`config.mk`:
```
export PLATFORM = sky130hd
export DESIGN_NAME = imem_loader
export DESIGN_NICKNAME = d
export VERILOG_FILES = /design/src/rtl/imem_loader.sv
export SDC_FILE = /design/constraint.sdc
export NUM_CORES = 1
export LEC_CHECK = 0
export CAP_MARGIN = 20
export CORE_AREA = 3 3 237 146
export CTS_CLUSTER_SIZE = 8
export DETAILED_ROUTE_END_ITERATION = 8
export DIE_AREA = 0 0 240 149
export GPL_TIMING_DRIVEN = 0
export PLACE_DENSITY = 0.61
export SKIP_LAST_GASP = 1
export SLEW_MARGIN = 30
export SYNTH_ARGS = -nofsm -noshare
export SYNTH_HDL_FRONTEND = slang
export SYNTH_SLANG_ARGS = --single-unit
```
`constraint.sdc`:
```
create_clock -name clk -period 4.7 [get_ports clk]
set_clock_uncertainty 0.2 [all_clocks]
set_input_delay 0.94 -clock clk [delete_from_list [all_inputs] [get_ports clk]]
set_output_delay 0.94 -clock clk [all_outputs]
set_load 0.03 [all_outputs]
```
`src/rtl/imem_loader.sv`:
```
// -----------------------------------------------------------------------------
// imem_loader
//   Boot-time loader for a 16 x 16-bit instruction RAM. Program bytes arrive on
//   data_in, each marked by a rising edge of the asynchronous pad strobe
//   data_strobe. Bytes pair up low-then-high into words that are written to
//   consecutive RAM addresses. The CPU is held in reset while a load runs.
//
// Configuration:
//   LOADER_CHECKSUM_EN  defined   -> a 33rd trailer byte is compared against the
//                                    XOR of the 32 program bytes, and chk_err
//                                    reports a mismatch (CPU stays held).
//                       undefined -> no trailer byte; chk_err is tied to 0.
//
// Ports:
//   clk          rising-edge clock
//   rst_n        asynchronous active-low reset (also zeroes the RAM)
//   load_en      level request for a load session (synchronous to clk)
//   data_in      [7:0] program byte, stable around the strobe rise
//   data_strobe  asynchronous byte strobe from the pad
//   rd_addr      [3:0] CPU fetch word index
//   rd_data      [15:0] RAM word at rd_addr (combinational)
//   cpu_hold     keeps the CPU in reset while high
//   busy         session in progress (LO_BYTE / HI_BYTE / CHECK)
//   word_count   [4:0] words written in the current session, 0..16
//   done         session completed
//   chk_err      trailer checksum mismatch
// -----------------------------------------------------------------------------
module imem_loader (
  input  logic        clk,
  input  logic        rst_n,
  input  logic        load_en,
  input  logic [7:0]  data_in,
  input  logic        data_strobe,
  input  logic [3:0]  rd_addr,
  output logic [15:0] rd_data,
  output logic        cpu_hold,
  output logic        busy,
  output logic [4:0]  word_count,
  output logic        done,
  output logic        chk_err
);

  localparam logic [2:0] ST_IDLE    = 3'd0;
  localparam logic [2:0] ST_LO_BYTE = 3'd1;
  localparam logic [2:0] ST_HI_BYTE = 3'd2;
  localparam logic [2:0] ST_CHECK   = 3'd3;
  localparam logic [2:0] ST_DONE    = 3'd4;

  logic [2:0]  r_state;
  logic [3:0]  r_addr;
  logic [7:0]  r_lo;
  logic [4:0]  r_word_count;
  logic        r_hold_rst;
  logic [15:0] r_mem [16];

  logic        r_strb_meta;
  logic        r_strb_sync;
  logic        r_strb_prev;
  logic        w_pulse;

`ifdef LOADER_CHECKSUM_EN
  logic [7:0]  r_csum;
  logic        r_chk_err;
`endif

  // Two-flop synchronizer plus edge detector: one-cycle pulse per pad rise,
  // so a strobe held high for many cycles still yields exactly one byte.
  // NOTE: sequential state uses non-blocking (<=) so every flop samples the
  // pre-edge value of its neighbours, exactly like the hardware.
  always_ff @(posedge clk or negedge rst_n) begin
    if (!rst_n) begin
      r_strb_meta <= 1'b0;
      r_strb_sync <= 1'b0;
      r_strb_prev <= 1'b0;
    end else begin
      r_strb_meta <= data_strobe;
      r_strb_sync <= r_strb_meta;
      r_strb_prev <= r_strb_sync;
    end
  end

  assign w_pulse = r_strb_sync & ~r_strb_prev;

  always_ff @(posedge clk or negedge rst_n) begin
    if (!rst_n) begin
      r_state      <= ST_IDLE;
      r_addr       <= 4'd0;
      r_lo         <= 8'd0;
      r_word_count <= 5'd0;
      r_hold_rst   <= 1'b1;
`ifdef LOADER_CHECKSUM_EN
      r_csum       <= 8'd0;
      r_chk_err    <= 1'b0;
`endif
      // NOTE: the RAM is deliberately reset so a reset mid-load never leaves a
      // half-written program fetchable; it is therefore built from flops.
      for (int i = 0; i < 16; i++) r_mem[i] <= 16'h0000;
    end else begin
      // Reset-time hold is released on the first edge; afterwards cpu_hold
      // follows the FSM alone.
      r_hold_rst <= 1'b0;
      case (r_state)
        ST_IDLE: begin
          if (load_en) begin
            r_state      <= ST_LO_BYTE;
            r_addr       <= 4'd0;
            r_word_count <= 5'd0;
`ifdef LOADER_CHECKSUM_EN
            r_csum       <= 8'd0;
            r_chk_err    <= 1'b0;
`endif
          end
        end
        // In every busy state a dropped load_en wins over a same-cycle pulse.
        ST_LO_BYTE: begin
          if (!load_en) begin
            r_state <= ST_IDLE;
          end else if (w_pulse) begin
            r_lo    <= data_in;
`ifdef LOADER_CHECKSUM_EN
            r_csum  <= r_csum ^ data_in;
`endif
            r_state <= ST_HI_BYTE;
          end
        end
        ST_HI_BYTE: begin
          if (!load_en) begin
            r_state <= ST_IDLE;
          end else if (w_pulse) begin
            r_mem[r_addr] <= {data_in, r_lo};
            r_word_count  <= r_word_count + 5'd1;
`ifdef LOADER_CHECKSUM_EN
            r_csum        <= r_csum ^ data_in;
`endif
            // Address stops at 15: the session ends instead of wrapping.
            if (r_addr == 4'd15) begin
`ifdef LOADER_CHECKSUM_EN
              r_state <= ST_CHECK;
`else
              r_state <= ST_DONE;
`endif
            end else begin
              r_addr  <= r_addr + 4'd1;
              r_state <= ST_LO_BYTE;
            end
          end
        end
        ST_CHECK: begin
          if (!load_en) begin
            r_state <= ST_IDLE;
          end else if (w_pulse) begin
`ifdef LOADER_CHECKSUM_EN
            r_chk_err <= (data_in != r_csum);
`endif
            r_state   <= ST_DONE;
          end
        end
        ST_DONE: begin
          if (!load_en) r_state <= ST_IDLE;
        end
        default: r_state <= ST_IDLE;
      endcase
    end
  end

`ifdef LOADER_CHECKSUM_EN
  assign chk_err = r_chk_err;
`else
  assign chk_err = 1'b0;
`endif

  assign rd_data    = r_mem[rd_addr];
  assign word_count = r_word_count;
  assign busy       = (r_state == ST_LO_BYTE) || (r_state == ST_HI_BYTE) ||
                      (r_state == ST_CHECK);
  assign done       = (r_state == ST_DONE);
  assign cpu_hold   = r_hold_rst | busy | (done & chk_err);

endmodule

```
-- Word-level counts from Yosys, hierarchy flattened
Index checks and enable logic that the tools add are counted.
- reductions and logical operators: 10
- add/sub/neg operators: 2
- equality and inequality tests: 13
- magnitude comparators: 3
- muxes and demuxes: 25
- bitwise operators: 5
- operator list (cell ; number):
    256-bit bitwise mux ; 1
    16-bit binary-select mux with 4-bit select ; 1
    16-bit demux with 4-bit select ; 1
    16-bit two-way mux ; 3
    3-bit two-way mux ; 9
    4-bit two-way mux ; 4
    5-bit two-way mux ; 3
    3-bit case mux with 5 select lines ; 1
    5-bit greater-or-equal comparator (second input constant) ; 2
    2-bit != test (second input constant) ; 5
    4-bit NOT with 5-bit output ; 2
    5-bit case mux with 2 select lines ; 1
    5-bit AND reduction ; 2
    3-bit != test (second input constant) ; 3
    4-bit case mux with 2 select lines ; 1
    3-bit by 2-bit equality test with 1-bit output (second input constant) ; 2
    3-bit AND reduction ; 2
    5-bit by 1-bit adder with 5-bit output (second input constant) ; 1
    5-bit by 1-bit < comparator with 1-bit output (second input constant) ; 1
    4-bit by 1-bit adder with 4-bit output (second input constant) ; 1
    4-bit equality test (second input constant) ; 1
    4-bit AND reduction ; 1
    3-bit by 1-bit equality test with 1-bit output (second input constant) ; 1
    3-bit equality test (second input constant) ; 1
    7 further kinds ; 8
- register bits after elaboration: 280
- word-level logic and storage cells: 82

-- Longest topological paths before layout
Gate-level depths: netlist of run 1.
- depth after elaboration: 6
- depth in mapped cells: 7

-- Worst setup path before layout of run 1
OpenSTA, ideal clock, no wires.
- kind: input -> output
- start: in rd_addr[0]
- end: out rd_data[10]
- slack: 1.194 ns
- buffers on the path: 2
- data arrival time: 2.366 ns
- stages on the path: 5
- cell sequence: buf_2 > buf_2 > mux4_2 > a22oi_1 > nand2_1
- cells in the longest elaborated chain, start to end: 4
- ends and longest elaborated chain (element ; RTL line ; RTL):
    from (decl) ; 34 ; input logic [3:0] rd_addr,
    4-bit NOT with 5-bit output (not written as such) ; 172 ; assign rd_data = r_mem[rd_addr];
    16-bit binary-select mux with 4-bit select ; 172 ;
    16-bit two-way mux (not written as such) (2 in series) ; 172 ;
    to (decl) ; 35 ; output logic [15:0] rd_data,
Every way passes these cells. The select of a mux whose other input is x is not followed.

-- Final worst setup path of run 1
- start: in rd_addr[1]
- end: out rd_data[3]
The elaborated chain is that of the path after synthesis.

==> results.yml, run 1 <==
status:
  outcome: "finished clean"
synthesis:
  synth-warning-count: 0
  synth-async-reset-ratio: 1.00
  ys_types: 46
  seq_area_frac_synth: 0.538
  yosys.cell_count.top_type: "dfrtp_1"
  synth_edf_count: 0
  synth_area_leaders: "dfrtp_1, mux2_2, mux4_2"
  avgSynthCellArea_um2: 16.2
  yosys.area.top_type: "dfrtp_1"
  syn_area_um2: 13000
  synthTopCellsByCount: "dfrtp_1, mux2_2, mux2_4, mux4_2, mux2_1"
  ys_ff_latch: 280
  synthCells: 803
  synth_top_area_share: 0.536
  ys.flop_type: "dfrtp_1"
cts:
  hold_buffers: 0
  clock_latency_ns: 0.52
  cts_buffer_depth: 3
  cts-buffers-inserted: 40
  clock_tree.htree_level_count: 2
  root_buffer: "clkbuf_16"
  cts_tree: "built"
  clock-sinks: 280
  clkSlewWorstSetupHoldPaths_ns: 0.05
critical_path:
  path_buf_inv: 3
  crit_fanout: 10
  cp-end-kind: "output port"
  max_stage_delay_ns: 0.62
  cp.required_ns: 3.56
  critPathKind: "primary input to output port"
  cp_slowest_cell: "clkdlybuf4s50_1"
  crit_chain: "clkbuf_1 -> clkbuf_2 -> mux4_2 -> a22oi_1 -> nand2_1 -> clkdlybuf4s50_1"
  cpLargestDelayFamily: "buffers and inverters"
  arrival_ns: 3.45
  cp-start-kind: "primary input"
sta:
  slew_viol_final: 0
  finalWorstSetupSlack_ns: 0.109
  worst_hold_slack_ns: 0.147
  finalCriticalPeriod_ns: 4.59
  tightestPinTransition_ns: 0.750
  grt_setup_unrepaired: "false"
  fin_crit_sh: 0.977
  relSlewSlack: 0.500
  hold_viol_final: 0
  setup_violations: 0
  max_freq_ghz: 0.218
detailed_routing:
  antenna_left: 0
  drt-met1-wl_um: 17100
  top_layer_used: "met4"
  wl_per_cell_um: 23.7
  first_iter_violations: 560
  wl_um: 31300
  first_pass_iters: 4
  met3_wirelength_um: 1740
  viasPerCell: 5.49
  via_count: 7245
  route.met2.wl_um: 12100
  drcViolationCount: 0
placement:
  place_ws_ns: -0.129
  place_hpwl_um: 21400
  port_buffers: 37
  gp_congestion: 0.801
  numPlacedInstances: 1268
worst_hold_path:
  min_path_type: "primary input to asynchronous set/reset pin"
global_routing:
  grt_max_degree: 87
  grt_pass1_wl_um: 48500
  grt-ovfl-total: 0
  grt_use_total: 0.183
  antenna_found_initial: 1
  grt_pass1_vias: 7437
power_and_ir_drop:
  irDropWorstVdd_v: 0.000223
  power.density_nw_per_um2: 360
  p_leak_uw: 0.00758
layout:
  area_delta_synth_final_pct: 15.9
  nets: 907
  fillers: 2808
  layout-drive-gt1-share: 0.444
  finalNonFillerCells: 1319
floorplanning:
  rows: 51
  coreArea_um2: 32400
  start_util: 0.402
  ioPinCount: 41
  die_w_um: 240
  die_area_um2: 35800
  die_h_um: 149
run:
  maxCapViolations: 0
-- worst register-to-register path, cell delays in order (launching register included) --
cell	delay, ns
dfrtp_1	0.44
ha_1	0.22
clkbuf_1	0.22
and3_1	0.26
nand2_1	0.42
buf_2	0.43
mux2_2	0.38
-- routing by layer --
metal | vias up | GRT usage
met5 | - | 0
met3 | 37 | 0.0416
met2 | 157 | 0.237
met4 | 0 | 0.0342
met1 | 3885 | 0.306
li1 | 3166 | -
-- through the flow --
| stage | setup TNS, ns | cell area, um2 | utilization | total power, uW |
|---|---|---|---|---|
| final | 0 | 15100 | 0.466 | 5430 |
| after global placement | -2758.65 | 13900 | 0.429 | 2920 |
| after global routing | 0 | 15100 | 0.465 | 5640 |
| after detailed placement | -0.468 | 14000 | 0.432 | 2930 |
| after floorplan | 0 | 13000 | - | 2720 |
| after CTS | -0.0638 | 15100 | 0.465 | 5500 |
-- registers in the layout (all words and copies together), names as in the netlist --
| signal | flops |
|---|---|
| r_addr | 4 |
| r_hold_rst | 1 |
| r_lo | 8 |
| r_mem | 256 |
| r_state | 3 |
| r_strb_meta | 1 |
| r_strb_prev | 1 |
| r_strb_sync | 1 |
| word_count | 5 |
-- worst paths after layout --
| path | start | cells after the start | to | slack [ns] |
|---|---|---|---|---|
| hold / removal | rst_n | 1 | r_mem[15]$_DFFE_PN0P_ | 0.15 |
| hold reg to reg | r_strb_meta$_DFF_PN0_ | 0 | r_strb_sync$_DFF_PN0_ | 0.15 |
| setup / recovery | rd_addr[1] | 6 | rd_data[3] | 0.11 |
| setup reg to reg | r_addr[0]$_DFFE_PN0P_ | 6 | r_mem[5]$_DFFE_PN0P_ | 2.03 |
| min in group clk | r_strb_meta$_DFF_PN0_ | 0 | r_strb_sync$_DFF_PN0_ | 0.15 |
| max in group asynchronous | rst_n | 3 | r_lo[1]$_DFFE_PN0P_ | 3.01 |
-- power by group --
part / leakage, uW / internal, uW / switching, uW / total (uW)
logic: 0.00318 / 124 / 231 / 354
registers: 0.00388 / 2460 / 72.1 / 2530
clock network: 0.000523 / 1550 / 996 / 2550
total: 0.00758 / 4130 / 1300 / 5430
-- cell type report --
type                       count  area (um2)  share of cell area
multi-input combinational    461        5680               0.376
clock inverter                 2        17.5             0.00116
timing repair buffer          40         458              0.0303
clock buffer                  48        1050              0.0697
sequential                   280        7010               0.464
tap                          424         531              0.0352
buffer                        60         332              0.0220
antenna                        1        2.50            0.000166
inverter                       3        11.3            0.000746
-- logic make-up after synthesis --
group,count (synthesis),share of synthesized area
AOI/OAI and AO/OA,41,0.0236
xor gates and xnor gates,2,0.00135
other,1,0.000288
buffers and inverters,63,0.0257
muxes,331,0.364
and+or+nand+nor,80,0.0414
DFF,280,0.538
adders and majority gates,5,0.00481
-- layout by cell type (no fill, tap or decap), types with 24 or more instances in the layout --
cell type / Yosys / final
clkdlybuf4s50_1: 0 / 36
nand2_1: 24 / 24
mux2_4: 80 / 80
mux2_1: 36 / 36
mux4_2: 64 / 64
clkbuf_1: 28 / 28
mux2_2: 148 / 148
a22oi_1: 32 / 32
clkbuf_16: 0 / 41
dfrtp_1: 279 / 279
-- repair_timing --
item | 4_1_cts | 5_1_grt
gates resized for setup | 5 | 4
endpoints found under the setup margin | 7 | 11
gates cloned | 0 | 0
buffers inserted | 0 | 0
pin swaps | 0 | 0
Power figures use the tool's default switching activity.
==> run 2: changes to the inputs <==
- SLEW_MARGIN: 30 -> not set
==> run 2 against run 1 <==
Against the previous run:
- global-route usage increased by 0.20 points
- die area unchanged
- design area is 0.20% lower
- highest routed layer unchanged
- flip-flop and latch count unchanged
- core utilization decreased by 0.093 points
- via count grew 0.29%
- first-iteration DRC count is 18% higher
==> results.yml, run 2 (synthesized netlist as in run 1, its figures left out) <==
status:
  outcome: "finished clean"
critical_path:
  critPathKind: "primary input to output port"
  cp.required_ns: 3.56
  cp-start-kind: "primary input"
  cp-end-kind: "output port"
  worst-r2r-setup-slack_ns: 2.05
  r2r-start: "r_addr[0]$_DFFE_PN0P_"
  reg2regPathDepth: 6
  crit_fanout: 10
  r2r-end: "r_mem[5]$_DFFE_PN0P_"
  arrival_ns: 3.44
layout:
  largest_register_ffs: 256
  layout_common_cells: "dfrtp_1, mux2_2, mux2_4"
  diodes: 0
  layout-drive-gt1-share: 0.443
  nets: 906
  regArea_um2: 7010
  regMostFlops: "r_mem"
  fillers: 2812
  post-route-util: 0.465
  multi_input_area_um2: 5680
  final_common_cell: "dfrtp_1"
  final_area_um2: 15100
  area_delta_synth_final_pct: 15.7
floorplanning:
  start_util: 0.402
  die_h_um: 149
  coreArea_um2: 32400
  die_area_um2: 35800
  die_w_um: 240
  rows: 51
  ioPinCount: 41
cts:
  postCtsSetupBuffers: 0
  clock-sinks: 280
  clock_latency_ns: 0.52
  cts-buffers-inserted: 40
  cts_buffer_depth: 3
  clkSlewWorstSetupHoldPaths_ns: 0.05
  clock_tree.htree_level_count: 2
  root_buffer: "clkbuf_16"
  cts_tree: "built"
global_routing:
  grt_pass1_wl_um: 49100
  grt_use_total: 0.185
  grt_max_degree: 115
  grt-ovfl-total: 0
  antenna_found_initial: 0
  grt_pass1_vias: 7462
worst_hold_path:
  min_path_type: "primary input to asynchronous set/reset pin"
placement:
  port_buffers: 37
  placed_area_um2: 14000
  place_hpwl_um: 21400
  gp_congestion: 0.801
  place_ws_ns: -0.112
detailed_routing:
  drcViolationCount: 0
  via_count: 7266
  wl_per_cell_um: 23.9
  first_iter_violations: 662
  viasPerCell: 5.52
  route.met2.wl_um: 12300
  antenna_left: 0
  wl_um: 31400
  top_layer_used: "met4"
  met3_wirelength_um: 1860
  first_pass_iters: 5
  drt-met1-wl_um: 16900
power_and_ir_drop:
  power.density_nw_per_um2: 361
  irDropWorstVdd_v: 0.000240
  p_leak_uw: 0.00757
sta:
  hold_viol_final: 0
  worst_hold_slack_ns: 0.147
  finalCriticalPeriod_ns: 4.58
  max_freq_ghz: 0.218
  relSlewSlack: 0.487
  setup_violations: 0
  fin_crit_sh: 0.975
  slew_viol_final: 0
  tightestPinTransition_ns: 0.769
  finalWorstSetupSlack_ns: 0.118
  grt_setup_unrepaired: "false"
run:
  maxCapViolations: 0
==> run 2: cell count changes in the layout (fill, tap and decap cells not counted) <==
cell     change
diode_2      -1
buf_16       -1
==> run 2: power by group <==
part | switching [uW] | total, uW | leakage [uW] | internal [uW]
Clock | 1010 | 2560 | 0.000523 | 1550
Sequential | 73.7 | 2530 | 0.00388 | 2460
Combinational | 229 | 350 | 0.00317 | 121
==> run 2: worst max path at each step <==
stage	from	to	slack, ns	depth (start not counted)
floorplan	rd_addr[0]	rd_data[10]	1.19	5
global placement	rst_n	r_mem[27]$_DFFE_PN0P_	-9.90	1
detailed placement	rd_addr[1]	rd_data[3]	-0.11	6
CTS	rd_addr[1]	rd_data[15]	-0.05	6
global route	rd_addr[1]	rd_data[3]	0.07	6
finish	rd_addr[1]	rd_data[3]	0.12	6
==> run 2: metrics by stage <==
step,total power [uW],instances,setup TNS [ns]
floorplan,2720,804,0
global placement,2920,1265,-2758.65
detailed placement,2920,1267,-0.436
CTS,5510,1317,-0.116
global route,5650,1317,0
finish,5440,1317,0
==> run 2: layout make-up <==
| class | instances | area share |
|---|---|---|
| Inverter | 3 | 0.000748 |
| Clock inverter | 2 | 0.00116 |
| Sequential cell | 280 | 0.465 |
| Multi-Input combinational cell | 461 | 0.377 |
| Tap cell | 424 | 0.0352 |
| Clock buffer | 48 | 0.0699 |
| Timing Repair Buffer | 39 | 0.0286 |
| Buffer | 60 | 0.0220 |
==> run 2: layer usage <==
layer | track usage | vias to the layer above
li1 | - | 3153
met1 | 0.309 | 3902
met2 | 0.238 | 175
met3 | 0.0436 | 36
met4 | 0.0372 | 0
met5 | 0 | -
==> run 2: repair_timing <==
item / in CTS / in global routing
endpoints found under the hold margin: 0 / 0
gates cloned: 0 / 0
pin swaps: 0 / 0
hold buffers: 0 / 0
setup endpoints to repair: 6 / 14
gates resized for setup: 4 / 6
==> run 2: critical path: stages <==
cell	delay [ns]
clkbuf_1	0.56
clkbuf_2	0.45
mux4_2	0.42
a22oi_1	0.28
nand2_1	0.16
clkdlybuf4s50_1	0.62
